--- config.mk ---
export PLATFORM = sky130hd
export DESIGN_NAME = fg_burst_scheduler
export DESIGN_NICKNAME = d
export VERILOG_FILES = /design/src/rtl/fg_burst_scheduler.sv
export SDC_FILE = /design/constraint.sdc
export NUM_CORES = 2
export LEC_CHECK = 0
export CAP_MARGIN = 20
export CORE_AREA = 2 2 242 244
export CTS_CLUSTER_SIZE = 40
export DETAILED_ROUTE_END_ITERATION = 8
export DIE_AREA = 0 0 244 246
export PLACE_DENSITY = 0.73
export SYNTH_ARGS = -nofsm -noshare
export SYNTH_HDL_FRONTEND = slang
export SYNTH_SLANG_ARGS = --single-unit
--- constraint.sdc ---
create_clock -name clk -period 10.9 [get_ports clk]
set_clock_uncertainty 0.15 [all_clocks]
set_input_delay 2.725 -clock clk [delete_from_list [all_inputs] [get_ports clk]]
set_output_delay 2.725 -clock clk [all_outputs]
set_load 0.02 [all_outputs]
--- src/rtl/fg_burst_scheduler.sv ---
// Burst pacing scheduler: splits each accepted flow descriptor into burst descriptors.
// A debt accumulator spaces paced bursts so the average rate follows rate_num/rate_denom.
module fg_burst_scheduler #(
    parameter int DEST_WIDTH = 8
) (
    input  logic                  clk,
    input  logic                  rst,
    input  logic                  enable,
    input  logic                  input_fd_valid,
    output logic                  input_fd_ready,
    input  logic [DEST_WIDTH-1:0] input_fd_dest,
    input  logic [15:0]           input_fd_rate_num,
    input  logic [15:0]           input_fd_rate_denom,
    input  logic [31:0]           input_fd_len,
    input  logic [31:0]           input_fd_burst_len,
    output logic                  output_bd_valid,
    input  logic                  output_bd_ready,
    output logic [DEST_WIDTH-1:0] output_bd_dest,
    output logic [31:0]           output_bd_len,
    output logic                  busy,
    output logic                  flow_done
);

    typedef enum logic [1:0] {IDLE, ISSUE, OUT} state_t;

    state_t                r_state;
    state_t                w_state_next;
    logic [47:0]           r_debt;
    logic [15:0]           r_num;
    logic [15:0]           r_denom;
    logic [DEST_WIDTH-1:0] r_dest;
    logic [31:0]           r_remaining;
    logic [31:0]           r_blen;
    logic                  r_bd_valid;
    logic [DEST_WIDTH-1:0] r_bd_dest;
    logic [31:0]           r_bd_len;
    logic                  r_flow_done;

    logic                  w_accept;
    logic                  w_load;
    logic                  w_hs;
    logic                  w_reload;
    logic                  w_finish;
    logic                  w_unpaced;
    logic                  w_last;
    logic [31:0]           w_rem_after;
    logic [31:0]           w_issue_len;
    logic [31:0]           w_reload_len;
    logic [47:0]           w_cost;
    logic [47:0]           w_debt_dec;
    logic [48:0]           w_debt_sum;
    logic [47:0]           w_debt_next;

    assign w_unpaced    = (r_num == '0) || (r_num >= r_denom);
    assign w_last       = (r_remaining == r_bd_len);
    assign w_rem_after  = r_remaining - r_bd_len;
    assign w_issue_len  = (r_remaining < r_blen) ? r_remaining : r_blen;
    assign w_reload_len = (w_rem_after < r_blen) ? w_rem_after : r_blen;

    // Debt drains by num every cycle (floored at zero), then gains the cost of a paced handshake.
    assign w_cost      = (w_hs && !w_unpaced) ? (48'(r_bd_len) * 48'(r_denom)) : '0;
    assign w_debt_dec  = (r_debt > 48'(r_num)) ? (r_debt - 48'(r_num)) : '0;
    assign w_debt_sum  = {1'b0, w_debt_dec} + {1'b0, w_cost};
    assign w_debt_next = w_debt_sum[48] ? '1 : w_debt_sum[47:0];

    always_comb begin
        w_state_next   = r_state;
        input_fd_ready = 1'b0;
        w_accept       = 1'b0;
        w_load         = 1'b0;
        w_hs           = 1'b0;
        w_reload       = 1'b0;
        w_finish       = 1'b0;
        case (r_state)
            IDLE: begin
                input_fd_ready = 1'b1;
                if (input_fd_valid) begin
                    w_accept = 1'b1;
                    if (input_fd_len != '0) begin
                        w_state_next = ISSUE;
                    end
                end
            end
            ISSUE: begin
                if (enable && (r_debt == '0)) begin
                    w_load       = 1'b1;
                    w_state_next = OUT;
                end
            end
            OUT: begin
                if (output_bd_ready) begin
                    w_hs = 1'b1;
                    if (w_last) begin
                        w_finish     = 1'b1;
                        w_state_next = IDLE;
                    end else if (w_unpaced && enable) begin
                        w_reload = 1'b1;
                    end else begin
                        w_state_next = ISSUE;
                    end
                end
            end
            default: w_state_next = IDLE;
        endcase
    end

    always_ff @(posedge clk) begin
        if (rst) begin
            r_state     <= IDLE;
            r_debt      <= '0;
            r_num       <= '0;
            r_denom     <= '0;
            r_dest      <= '0;
            r_remaining <= '0;
            r_blen      <= '0;
            r_bd_valid  <= 1'b0;
            r_bd_dest   <= '0;
            r_bd_len    <= '0;
            r_flow_done <= 1'b0;
        end else begin
            r_state     <= w_state_next;
            r_debt      <= w_debt_next;
            r_flow_done <= 1'b0;
            if (w_accept) begin
                if (input_fd_len == '0) begin
                    r_flow_done <= 1'b1;
                end else begin
                    r_dest      <= input_fd_dest;
                    r_num       <= input_fd_rate_num;
                    r_denom     <= input_fd_rate_denom;
                    r_remaining <= input_fd_len;
                    r_blen      <= (input_fd_burst_len == '0) ? input_fd_len : input_fd_burst_len;
                end
            end
            if (w_load) begin
                r_bd_valid <= 1'b1;
                r_bd_dest  <= r_dest;
                r_bd_len   <= w_issue_len;
            end
            if (w_hs) begin
                r_remaining <= w_rem_after;
                if (w_reload) begin
                    r_bd_len <= w_reload_len;
                end else begin
                    r_bd_valid <= 1'b0;
                end
                if (w_finish) begin
                    r_flow_done <= 1'b1;
                end
            end
        end
    end

    assign output_bd_valid = r_bd_valid;
    assign output_bd_dest  = r_bd_dest;
    assign output_bd_len   = r_bd_len;
    assign busy            = (r_state != IDLE);
    assign flow_done       = r_flow_done;

endmodule

# [Word level (Yosys, flattened, before mapping)]
# Cells that the tools add are included.
[totals] ff_bits=196 inputBits=109 word_cells=85
[op_classes] add_sub_neg=3 mul=1 n_lt_le_gt_ge=4 n_eq_ne=9 mux=40 bitwise_logic=1 n_reduce_logical=16
[ops] op="32-bit 2-to-1 mux" n=9
[ops] op="48-bit 2-to-1 mux" n=3
[ops] op="32-bit zero test" n=2
[ops] op="32-bit < comparator" n=2
[ops] op="48-bit by 48-bit adder with 49-bit output" n=1
[ops] op="48-bit by 16-bit > comparator with 1-bit output" n=1
[ops] op="48-bit zero test" n=1
[ops] op="32-bit by 16-bit multiplier with 48-bit output" n=1
[ops] op="48-bit by 16-bit subtractor with 48-bit output" n=1
[ops] op="32-bit == test" n=1
[ops] op="32-bit nonzero test" n=1
[ops] op="32-bit subtractor" n=1
[ops] op="1-bit 2-to-1 mux" n=21
[ops] op="16-bit >= comparator" n=1
[ops] op="16-bit zero test" n=1
[ops] op="2-bit 2-to-1 mux" n=6
[ops] op="2-bit != test, second input constant" n=5
[ops] op="2-bit one-hot mux with 3 select lines" n=1
[ops] op="5-bit AND reduction" n=1
[ops] op="2-bit AND reduction" n=2
[ops] op="2-bit nonzero test" n=2
[ops] op="1-bit logical AND" n=3
[ops] op="3-bit != test, second input constant" n=1
[ops] op="2-bit by 1-bit == test with 1-bit output, second input constant" n=1
[ops] op="5 further kinds" n=5

# [Logic depth before layout (Yosys ltp)]
[logic_depth] word_depth=9 depth_mapped=37 ltp_nobuf=36

# [Least setup slack after synthesis]
# OpenSTA, ideal clock, no wires.
[synth_path] kind="register to register" start="register r_bd_len[7], in the netlist output_bd_len[7]" end="register r_debt[20]" setup_time_ns=0.132 t_arrival_ns=8.390 t_required_ns=10.618 path_slack_ns=2.228 path_stages_with_launch=33 period_less_slack_ns=8.672 cell_sequence="dfxtp_1 -> clkbuf_1 -> clkinv_1 -> nor2_1 -> fa_1 -> inv_1 -> fa_1 -> fa_1 -> fa_1 -> inv_1 -> fa_1 -> fa_1 -> ha_1 -> a21oi_1 -> o221ai_1 -> a21oi_1 -> nor3_1 -> a211o_1 -> o21ai_0 -> xor2_1 -> nor2_1 -> ha_1 -> and3_1 -> and3_1 -> a211oi_1 -> a31oi_1 -> a211oi_1 -> o221ai_1 -> a41oi_1 -> a211o_1 -> clkbuf_1 -> buf_2 -> a21oi_1"
[synth_between] elab_chain_len=4
[synth_rtl] item="start, declared" line_no="36" text="logic [31:0] r_bd_len;"
[synth_rtl] item="start signal, assigned" line_no="138" text="r_bd_len <= w_issue_len;"
[synth_rtl] item="start signal, assigned" line_no="143" text="r_bd_len <= w_reload_len;"
[synth_rtl] item="32-bit by 16-bit multiplier with 48-bit output" line_no="61" text="assign w_cost = (w_hs && !w_unpaced) ? (48'(r_bd_len) * 48'(r_denom)) : '0;"
[synth_rtl] item="48-bit 2-to-1 mux" line_no="61"
[synth_rtl] item="48-bit by 48-bit adder with 49-bit output" line_no="63" text="assign w_debt_sum = {1'b0, w_debt_dec} + {1'b0, w_cost};"
[synth_rtl] item="48-bit 2-to-1 mux" line_no="64" text="assign w_debt_next = w_debt_sum[48] ? '1 : w_debt_sum[47:0];"
[synth_rtl] item="end signal, assigned" line_no="122" text="r_debt <= w_debt_next;"
[synth_rtl] item="end, declared" line_no="28" text="logic [47:0] r_debt;"
# No other way between the ends.
# A chain may end at the register's enable or synchronous reset.

# [Final worst setup path]
[layout_path] start="register r_bd_len[8], in the netlist output_bd_len[8]" end="register r_debt[9]"
# The elaborated chain is that of the path after synthesis.

==> metrics.txt <==
status finished clean; Synth Area in Adders 38.6%; Final Critical Period 10.15 ns; Worst-path clk slew 0.08 ns; sequential element share of the synthesized area 12.5%; drt via density 5.96; Total Die Area 0.0600 sq mm; initial antenna violation count 0; Slowest-stage cell, CP dfxtp_1; CP peak stage delay 0.66 ns; number of hold buffers added after cts 0; Filler cells 5,293; CTS sink cnt 196; clock root buffer clkbuf_16; Worst-Skew Late Latency 0.53 ns; Final Cycle Share 93.1%; final setup fails 0; Tightest Hold Check Type reg2reg; flops & latches, synth 196; Core ar. 0.0574 sq mm; area grow syn2layout 8.84%; Initial DRC Count 2,604; Detail Route Antenna Nets 0; GRT overflow 0; Peak Freq 0.0985 GHz; final hold vios 0; ant diodes 0; cell area after synthesis 0.0313 sq mm; largest family of logic cells by synthesized area adder cells; Slew Viols, Final 0; Setup crit end kind register; xor-xnor portion of the synthesized cell area 3.89%; routed len/inst 20.3 microns; WP data required 11.12 ns; routability congestion estimate 0.998; most frequent cells after synthesis nand2_1 (602), inv_1 (585), fa_1 (421), a21oi_1 (356), nor2_1 (335); dpl hpwl 77,800 microns; kind of critical path reg2reg; ys async rst share 0%; CTS tree yes; Residual DRC 0; vias in the first global route 28,400; num rows 88; I/O pin cnt 153; CP Launch Type register; cell mode on critical path fa_1; Rel. slew slack 35.0%; WP data arrival 10.38 ns; Leak 15.3 nW; dominant cells by area after synthesis fa_1 (27%), dfxtp_1 (13%), ha_1 (12%); hold path cells 2; clk buf depth 2; Inserted Clock Buffers 17; Peak VDD IR 0.000118 V; pwr/cell area 115 mW/mm^2; Power, Total 0.00392 W; GRT Util Overall 33.3%; cells on worst reg2reg path 33; post-synth top area share 26.9%; setup TNS 0 ns; syn nets 4,791; EDFF count, synth 0; Yosys cell types 83; post-synthesis compound-gate area fraction 16.8%; number of iterations in the first detailed-routing pass 8; max-cap viol count 0; dominant synthesized flop cell dfxtp_1; most common cell in the netlist nand2_1; Max FO, Critical Path 47; mux share of post-synthesis cell area 1.11%; Synth area leader fa_1; IO Port Bufs 152; yosys warns 0; simple-gate share of the synthesized area 17.4%; CTS H-tree lvls 4; Syn Inst Count 3,968; Detailed Route WL 97,100 microns; first-pass GRT wire length 156,000 microns; vias 28,400; Least-Margin Pin Slew 0.967 ns; syn avg cell area 7.89 sq um; Die X 244 microns; Starting Density 54.6%; layout cells sized above 1 3.84%; die height 246 microns; RSZ-0062 raised after global routing false; Post-CTS Setup Inserts 0; fin nets 4,820; pin count of the biggest net entering global routing 79; CTS-repair resized insts 0
worst max-delay path, delay by kind of cell, from the launching register on:
family                     cells  cell delay [ns]
adders and majority gates      8             3.55
AOI/OAI and AO/OA             11             3.11
buffers and inverters          6             1.17
and+or+nand+nor                7             1.14
DFF                            1             0.66
xor gates and xnor gates       1             0.18
where the power goes:
part | total (W) | switching [W] | internal (W)
registers | 0.000925 | 0.000111 | 0.000814
logic | 0.00231 | 0.00139 | 0.000912
clock network | 0.000693 | 0.000382 | 0.000311
path summary, 6_finish.rpt:
check,start,to,slack [ns]
min,output_bd_dest[7]$_SDFFE_PP0P_,output_bd_dest[7]$_SDFFE_PP0P_,0.30
max reg2reg,output_bd_len[8]$_SDFF_PP0_,r_debt[9]$_SDFF_PP0_,0.75
max,output_bd_len[8]$_SDFF_PP0_,r_debt[9]$_SDFF_PP0_,0.75
min reg2reg,output_bd_dest[7]$_SDFFE_PP0P_,output_bd_dest[7]$_SDFFE_PP0P_,0.30
per-stage QoR:
| stage | cell area (sq um) | setup slack, ns | utilization (%) | hold WS (ns) | instances |
|---|---|---|---|---|---|
| finish | 34100 | 0.747 | 59.4 | 0.305 | 4775 |
| global route | 34100 | 0.199 | 59.4 | 0.326 | 4775 |
| CTS | 34100 | 0.962 | 59.4 | 0.306 | 4775 |
| detailed placement | 33500 | 1.01 | 58.4 | 0.294 | 4743 |
| global placement | 33500 | 1.20 | 58.4 | 0.290 | 4743 |
| floorplan | 31300 | 2.23 | - | 0.287 | 3968 |
flip-flops by register name, indices dropped and copies added (netlist names):
| signal | count |
|---|---|
| output_bd_len | 32 |
| r_state | 2 |
| output_bd_valid | 1 |
| flow_done | 1 |
| output_bd_dest | 8 |
| r_remaining | 32 |
| r_dest | 8 |
| r_denom | 16 |
| r_blen | 32 |
| r_num | 16 |
| r_debt | 48 |
per-layer routing:
metal	GRT usage (%)	up-vias	routed length (microns)
met4	15.4	0	4920
met5	0	-	0
met3	6.56	255	8340
met2	53.2	1283	43900
met1	43.7	13800	40000
li1	-	13100	-
logic make-up after synthesis:
kind of cell,Yosys count
compound gates,846
xor+xnor,139
fa+ha+maj,714
buf+inv,797
flops,196
mux,32
simple gates,1244
layout make-up:
cell class	instances	area (sq um)	share of cell area, %
clock buffer	17	425	1.25
tap	765	957	2.81
sequential	196	3920	11.5
timing repair buffer	209	1950	5.71
inverter	598	2240	6.58
clock inverter	15	181	0.532
multi-input combinational	2975	24400	71.6
layout by cell type, fill, tap and decap left out, drive strengths merged, types with 6 or more instances in the layout:
master and instances:
o211ai 15, o31ai 6, buf 58, xor2 60, o21a 26, clkinv 16
a211oi 27, fa 421, nand3 31, nor3 43, nor2b 26, or3 18
o221ai 30, o21bai 27, a211o 15, o21ai 138, nor2 336, mux2 23
nor4 36, inv 596, nor3b 7, and3 16, clkbuf 17, mux2i 9
a31oi 27, clkdlybuf4s50 151, nand2 602, a21oi 356, and2 29, dfxtp 196
or4 11, a22oi 33, a21o 84, xnor2 79, nand2b 19, or2 12
ha 293, nand4 41
Power figures use the tool's default switching activity.
